File: src/rtl/lc2k_fetch_unit_if.sv
// Bus bundle between the LC2K fetch unit, instruction memory and the control stage.
// The master modport is the fetch unit's view; slave is the memory/control side.
interface lc2k_fetch_unit_if;
    logic        imem_req;
    logic [31:0] imem_addr;
    logic        imem_ack;
    logic [31:0] imem_rdata;
    logic        instr_valid;
    logic        instr_ready;
    logic [31:0] instruction;
    logic [2:0]  opcode;
    logic [31:0] pcCurrent;
    logic        redirect;
    logic [31:0] redirect_pc;
    logic        halted;
    logic [31:0] retired_count;

    modport master (
        output imem_req, imem_addr, instr_valid, instruction, opcode, pcCurrent,
               halted, retired_count,
        input  imem_ack, imem_rdata, instr_ready, redirect, redirect_pc
    );

    modport slave (
        input  imem_req, imem_addr, instr_valid, instruction, opcode, pcCurrent,
               halted, retired_count,
        output imem_ack, imem_rdata, instr_ready, redirect, redirect_pc
    );
endinterface

File: src/rtl/lc2k_fetch_unit.sv
// LC2K instruction fetch: request/ack fetch, valid/ready issue, redirect and HALT handling.
// Optional retired-instruction counter enabled by defining FETCH_RETIRE_COUNT_EN.
module lc2k_fetch_unit #(
    parameter logic [31:0] RESET_PC = 32'd0
) (
    input  logic               clk,
    input  logic               rst_n,
    lc2k_fetch_unit_if.master  bus
);

    typedef enum logic [1:0] {IDLE, REQ, ISSUE, HALTED} state_t;

    state_t      state_q, state_d;
    logic [31:0] pc_q, pc_d;
    logic [31:0] instr_q, instr_d;
    logic [31:0] pccur_q, pccur_d;
    logic        req_q, req_d;
    logic        valid_q, valid_d;
    logic        halted_q, halted_d;
    logic        retire;

    assign retire = (state_q == ISSUE) && valid_q && bus.instr_ready;

    always_ff @(posedge clk or negedge rst_n) begin
        if (!rst_n) begin
            state_q  <= IDLE;
            pc_q     <= RESET_PC;
            instr_q  <= 32'd0;
            pccur_q  <= RESET_PC;
            req_q    <= 1'b0;
            valid_q  <= 1'b0;
            halted_q <= 1'b0;
        end else begin
            state_q  <= state_d;
            pc_q     <= pc_d;
            instr_q  <= instr_d;
            pccur_q  <= pccur_d;
            req_q    <= req_d;
            valid_q  <= valid_d;
            halted_q <= halted_d;
        end
    end

    // Every output is a register; this block only computes their next values.
    always_comb begin
        state_d  = state_q;
        pc_d     = pc_q;
        instr_d  = instr_q;
        pccur_d  = pccur_q;
        req_d    = req_q;
        valid_d  = valid_q;
        halted_d = halted_q;
        case (state_q)
            IDLE: begin
                state_d = REQ;
                req_d   = 1'b1;
            end
            REQ: begin
                if (bus.imem_ack) begin
                    instr_d = bus.imem_rdata;
                    pccur_d = pc_q;
                    valid_d = 1'b1;
                    req_d   = 1'b0;
                    state_d = ISSUE;
                end
            end
            ISSUE: begin
                if (retire) begin
                    valid_d = 1'b0;
                    if (instr_q[24:22] == 3'b110) begin
                        halted_d = 1'b1;
                        state_d  = HALTED;
                    end else begin
                        // Redirect is only meaningful at the moment of retire.
                        pc_d    = bus.redirect ? bus.redirect_pc : pc_q + 32'd1;
                        req_d   = 1'b1;
                        state_d = REQ;
                    end
                end
            end
            HALTED: begin
                req_d = 1'b0;
            end
            default: begin
                state_d = IDLE;
                req_d   = 1'b0;
                valid_d = 1'b0;
            end
        endcase
    end

    assign bus.imem_req    = req_q;
    assign bus.imem_addr   = pc_q;
    assign bus.instr_valid = valid_q;
    assign bus.instruction = instr_q;
    assign bus.opcode      = instr_q[24:22];
    assign bus.pcCurrent   = pccur_q;
    assign bus.halted      = halted_q;

`ifdef FETCH_RETIRE_COUNT_EN
    logic [31:0] count_q;

    always_ff @(posedge clk or negedge rst_n) begin
        if (!rst_n)
            count_q <= 32'd0;
        else if (retire)
            count_q <= count_q + 32'd1;
    end

    assign bus.retired_count = count_q;
`else
    assign bus.retired_count = 32'd0;
`endif

endmodule

File: src/flat_wrapper.sv
// flat-port wrapper written by rule: the top's interface ports become plain ports
module lc2k_fetch_unit_flat 
#(
    parameter logic [31:0] RESET_PC = 32'd0
)
  (clk, rst_n, bus_imem_req, bus_imem_addr, bus_instr_valid, bus_instruction, bus_opcode, bus_pcCurrent, bus_halted, bus_retired_count, bus_imem_ack, bus_imem_rdata, bus_instr_ready, bus_redirect, bus_redirect_pc);
  lc2k_fetch_unit_if bus_i ();
  input  logic clk;
  input  logic rst_n;
  output wire logic [$bits(bus_i.imem_req)-1:0] bus_imem_req;
  output wire logic [$bits(bus_i.imem_addr)-1:0] bus_imem_addr;
  output wire logic [$bits(bus_i.instr_valid)-1:0] bus_instr_valid;
  output wire logic [$bits(bus_i.instruction)-1:0] bus_instruction;
  output wire logic [$bits(bus_i.opcode)-1:0] bus_opcode;
  output wire logic [$bits(bus_i.pcCurrent)-1:0] bus_pcCurrent;
  output wire logic [$bits(bus_i.halted)-1:0] bus_halted;
  output wire logic [$bits(bus_i.retired_count)-1:0] bus_retired_count;
  input wire logic [$bits(bus_i.imem_ack)-1:0] bus_imem_ack;
  input wire logic [$bits(bus_i.imem_rdata)-1:0] bus_imem_rdata;
  input wire logic [$bits(bus_i.instr_ready)-1:0] bus_instr_ready;
  input wire logic [$bits(bus_i.redirect)-1:0] bus_redirect;
  input wire logic [$bits(bus_i.redirect_pc)-1:0] bus_redirect_pc;
  assign bus_imem_req = bus_i.imem_req;
  assign bus_imem_addr = bus_i.imem_addr;
  assign bus_instr_valid = bus_i.instr_valid;
  assign bus_instruction = bus_i.instruction;
  assign bus_opcode = bus_i.opcode;
  assign bus_pcCurrent = bus_i.pcCurrent;
  assign bus_halted = bus_i.halted;
  assign bus_retired_count = bus_i.retired_count;
  assign bus_i.imem_ack = bus_imem_ack;
  assign bus_i.imem_rdata = bus_imem_rdata;
  assign bus_i.instr_ready = bus_instr_ready;
  assign bus_i.redirect = bus_redirect;
  assign bus_i.redirect_pc = bus_redirect_pc;
  lc2k_fetch_unit #(.RESET_PC(RESET_PC)) u_core (.clk(clk), .rst_n(rst_n), .bus(bus_i));
endmodule
File: config.mk
export PLATFORM = sky130hd
export DESIGN_NAME = lc2k_fetch_unit_flat
export DESIGN_NICKNAME = d
export VERILOG_FILES = /design/src/rtl/lc2k_fetch_unit_if.sv /design/src/rtl/lc2k_fetch_unit.sv /design/src/flat_wrapper.sv
export SDC_FILE = /design/constraint.sdc
export NUM_CORES = 1
export LEC_CHECK = 0
export ABC_CLOCK_PERIOD_IN_PS = 3000
export CORE_AREA = 2 2 134 136
export CTS_CLUSTER_SIZE = 40
export DETAILED_ROUTE_END_ITERATION = 6
export DIE_AREA = 0 0 136 138
export GPL_TIMING_DRIVEN = 0
export HOLD_SLACK_MARGIN = 0.06
export PLACE_DENSITY = 0.63
export SYNTH_ARGS = -nofsm -noshare
export SYNTH_HDL_FRONTEND = slang
export SYNTH_SLANG_ARGS = --single-unit
File: constraint.sdc
create_clock -name clk -period 3 [get_ports clk]
set_clock_uncertainty 0.05 [all_clocks]
set_input_delay 0.45 -clock clk [delete_from_list [all_inputs] [get_ports clk]]
set_output_delay 0.45 -clock clk [all_outputs]
set_load 0.03 [all_outputs]
# == Word-level counts from Yosys, hierarchy flattened ==
# Cells that the tools add are included.
# classes
n_lt_le_gt_ge,0
div_mod_pow,0
n_mux,12
addsub,1
shifts,0
n_mul,0
n_eq_ne,7
bitwise,1
reduce_logical,11
# ops
op,count
"32-bit by 1-bit adder with 32-bit output, second input constant",1
32-bit 2-to-1 mux,1
3-bit AND reduction,5
2-bit 2-to-1 mux,3
2-bit one-hot mux with 3 select lines,1
1-bit 2-to-1 mux,5
"2-bit == test, second input constant",2
"2-bit != test, second input constant",2
1-bit one-hot mux with 4 select lines,1
"3-bit == test, second input constant",1
3-bit nonzero test,1
"2-bit by 1-bit == test with 1-bit output, second input constant",1
1-bit logical AND,2
2-bit zero test,1
"2-bit by 1-bit != test with 1-bit output, second input constant",1
1-bit one-hot mux with 2 select lines,1
2-bit AND reduction,1
2-bit nonzero test,1
1-bit inverter,1
# totals
romBits,0
out_inout_bits,134
inputBits,69
ram_bits,0
word_cells,39
n_memories,0
latch_bits,0
register_bits,101

# == Depth between registers and ports, before layout ==
# logic_depth
depth_word,5
ltp_mapped,8
mapped_depth_nobuf,7

# == Worst setup path before layout ==
# Ideal clock, no wire load.
# synth_path
kind,register to register
from,"reg u_core.pc_q[3], in the netlist u_core.bus.imem_addr[3]"
to,"reg u_core.pc_q[21], in the netlist u_core.bus.imem_addr[21]"
arrival_time_ns,2.117
slack_ns,0.710
period_less_slack_ns,2.290
path_stages_with_launch,8
t_required_ns,2.826
setup_ns,0.124
path_buffers,2
path_cell_list,dfrtp_1 -> buf_6 -> nand4_4 -> or4_4 -> buf_6 -> or4_1 -> o21ai_1 -> a21oi_1
# synth_via
elab_chain_cells,2
# synth_rtl
element,line,rtl
"start, declared",lc2k_fetch_unit.sv:14,"logic [31:0] pc_q, pc_d;"
"start signal, assigned",lc2k_fetch_unit.sv:35,pc_q <= pc_d;
32-bit by 1-bit adder with 32-bit output,lc2k_fetch_unit.sv:75,pc_d = bus.redirect ? bus.redirect_pc : pc_q + 32'd1;
32-bit 2-to-1 mux,lc2k_fetch_unit.sv:75,
# No other way between the ends.
# A chain may end at the register's enable or synchronous reset.

# == Worst setup path in the final report ==
# layout_path
from,reg u_core.state_q[1]
to,"reg u_core.pccur_q[5], in the netlist u_core.bus.pcCurrent[5]"
# layout_via
elab_chain_cells,2
# layout_rtl
element,line,rtl
"start, declared",lc2k_fetch_unit.sv:13,"state_t state_q, state_d;"
"start signal, assigned",lc2k_fetch_unit.sv:34,state_q <= state_d;
2-bit by 1-bit == test with 1-bit output,lc2k_fetch_unit.sv:53,case (state_q)
2-bit AND reduction (no line),-,
"end signal, assigned",lc2k_fetch_unit.sv:37,pccur_q <= pccur_d;
"end, declared",lc2k_fetch_unit.sv:16,"logic [31:0] pccur_q, pccur_d;"
# No other way between the ends.

==> flow_summary.ini <==
[global_route]
grt_pass1_vias = 4558
grt_pass1_wl_mm = 24.4
grt_max_degree = 55
gr-total-overflow = 0
grt_usage_pct = 16.7
grt_antenna_before_repair = 1

[timing]
rsz0062_at_grt = false
layout_min_cycle_time_ps = 2550
tightest_slew_ps = 684
setup_viol = 0
fmax_mhz = 391
maxSlewHeadroom_pct = 54.4
hold_viol = 0
slew_violations = 0
fin_crit_sh_pct = 85.1
setup_ws_ps = 446

[logic_synthesis]
ys_seq_elements = 101
synth_edf_count = 0
synthCells = 472
synth_seq_area_share_pct = 49.7
synthFlopType = dfrtp_1
yosysTopAreaCell = dfrtp_1
syn_avg_cell_area_um2 = 10.8
async_reset_ff_share_pct = 100
ys_warn_count = 0
ys_types = 54
synthTopCellsByArea = dfrtp_1 50%, mux2_2 14%, buf_4 5.5%
synth_area_um2 = 5080
synth_top_area_share_pct = 49.7

[cts]
cts_resized = 0
root_buffer = clkbuf_16
clk_pin_slew_ps = 70
cts_tree = done
clock_latency_ps = 360
clockBufferDepth = 2
htreeDepth = 3
holdBufCountCts = 0
numCtsBuffers = 9
cts_sinks = 101
cts_setup_buffers = 0

[job]
maxCapViolations = 0

[die]
initial_core_util_pct = 29.0
dieArea_um2 = 18800
coreArea_um2 = 17500
core.rowCount = 49
die_w_um = 136
ioPinCount = 203
dieHeight_um = 138

[critical_path]
cp_data_arrival_time_ps = 2740
crit_fanout = 10
cp-end-kind = register
crit_type = reg -> reg
start_kind = register
cp.required_ps = 3190

[power_and_ir_drop]
peakVddDrop_uv = 615
p_leak_nw = 3.12
power-per-cell-area_nw_per_um2 = 1030

[run_status]
status = completed

[placed_design]
place.detailed.hpwl_mm = 11.4
numPortBuffers = 169
dp_slack_ps = 186
gp_congestion = 0.884
placed_area_um2 = 7200

[finish]
area_growth_syn_to_layout_pct = 47.5
final_area_um2 = 7500
layout-drive-gt1-share_pct = 19.0
nets = 758
n_antenna_cell = 0

[detailed_routing]
route.detailed.drc = 0
wl_per_cell_um = 16.8
drtIter0Drc = 326
antenna_left = 0
viasPerCell = 4.89
firstDrtPassIters = 7
wl_mm = 15.4
dr_total_vias = 4491

[min_path]
min_path_type = in -> async
flip-flops by register name, summed over array words and instances (netlist names):
signal,cells
u_core.bus.instr_valid,1
u_core.bus.halted,1
u_core.bus.instruction,32
u_core.state_q,2
u_core.bus.imem_req,1
u_core.bus.imem_addr,32
u_core.bus.pcCurrent,32
cell usage after synthesis (all sizes together) (3+ instances only):
master   instances
dfrtp          101
mux2            61
or3              4
ha               5
nor2            20
nand2           30
nand4           15
mux2i            3
nor4             6
o21ai           33
or4              7
o211ai           3
inv              8
a2bb2oi          4
a31o             3
and3             7
o22ai            6
a21oi           33
buf             43
nand3           25
clkbuf          20
nor3             7
where the power goes:
group / internal, mW / total (mW) / switching, mW
combinational: 1.79 / 4.02 / 2.22
clock: 0.668 / 1.19 / 0.523
sequential: 1.96 / 2.51 / 0.552
metal layers:
| metal | vias to the layer above | share of wire [%] | track usage, % |
|---|---|---|---|
| li1 | 2085 | - | - |
| met1 | 2165 | 41 | 20.5 |
| met2 | 218 | 47 | 27.0 |
| met3 | 23 | 9.3 | 5.24 |
| met4 | 0 | 2.4 | 6.91 |
| met5 | - | 0 | 0 |
kinds of logic after synthesis:
group | after synthesis | synth area share, %
simple gates | 130 | 13.9
flops | 101 | 49.7
compound gates | 100 | 11.9
buf+inv | 71 | 9.06
mux | 64 | 14.1
fa+ha+maj | 5 | 1.23
other cells | 1 | 0.0738
final timing paths:
path | startpoint | end | slack [ps] | cells past startpoint
max | u_core.state_q[1] | u_core.bus.pcCurrent[5] | 450 | 6
min | rst_n | u_core.bus.pcCurrent[23] | 70 | 1
max reg2reg | u_core.state_q[1] | u_core.bus.pcCurrent[5] | 450 | 6
min reg2reg | u_core.bus.imem_req | u_core.bus.imem_req | 430 | 1
max in group asynchronous | rst_n | u_core.bus.pcCurrent[31] | 2110 | 2
min in group clk | bus_redirect | u_core.bus.imem_addr[22] | 390 | 3
area by class of cell:
type	instances	area (um2)
fillers	1701	10000
flip-flops and latches	101	2530
multi-input cells	331	2210
repair buffers	170	1720
plain buffers	63	430
well taps	229	287
clock buffers	12	246
clock inverters	4	47.5
inverters	8	30.0
stage by stage:
stage	power (mW)	instances	setup TNS (ps)	utilization [%]	hold slack [ps]
floorplan	4.81	503	0	-	104
global placement	6.48	901	-252550	40.9	406
detailed placement	6.57	902	0	41.1	409
CTS	7.81	918	0	42.8	95.2
global route	8.15	918	0	42.8	119
finish	7.72	918	0	42.8	70.2
cell usage in the layout (no fill, tap or decap), types with 3 or more instances in the layout:
| cell | n |
|---|---|
| a31o_2 | 3 |
| clkdlybuf4s50_1 | 168 |
| clkbuf_8 | 4 |
| mux2_2 | 61 |
| a2bb2oi_1 | 4 |
| buf_6 | 3 |
| clkbuf_16 | 9 |
| o22ai_1 | 6 |
| o21ai_0 | 32 |
| o211ai_1 | 3 |
| buf_4 | 38 |
| mux2i_1 | 3 |
| dfrtp_1 | 101 |
| nor4_1 | 5 |
| nand2_1 | 30 |
| inv_1 | 8 |
| nand3_1 | 25 |
| ha_1 | 5 |
| or3_1 | 4 |
| conb_1 | 32 |
| nor2_1 | 20 |
| clkbuf_1 | 18 |
| nand4_1 | 13 |
| nor3_1 | 7 |
| a21oi_1 | 33 |
| or4_1 | 5 |
| and3_1 | 7 |
critical path, stage by stage, from the launching register on:
cell	delay (ps)
dfrtp_1	400
inv_1	70
ha_1	260
nand2_1	160
clkbuf_1	510
clkbuf_1	580
mux2_2	410
(Power assumes the default switching activity.)
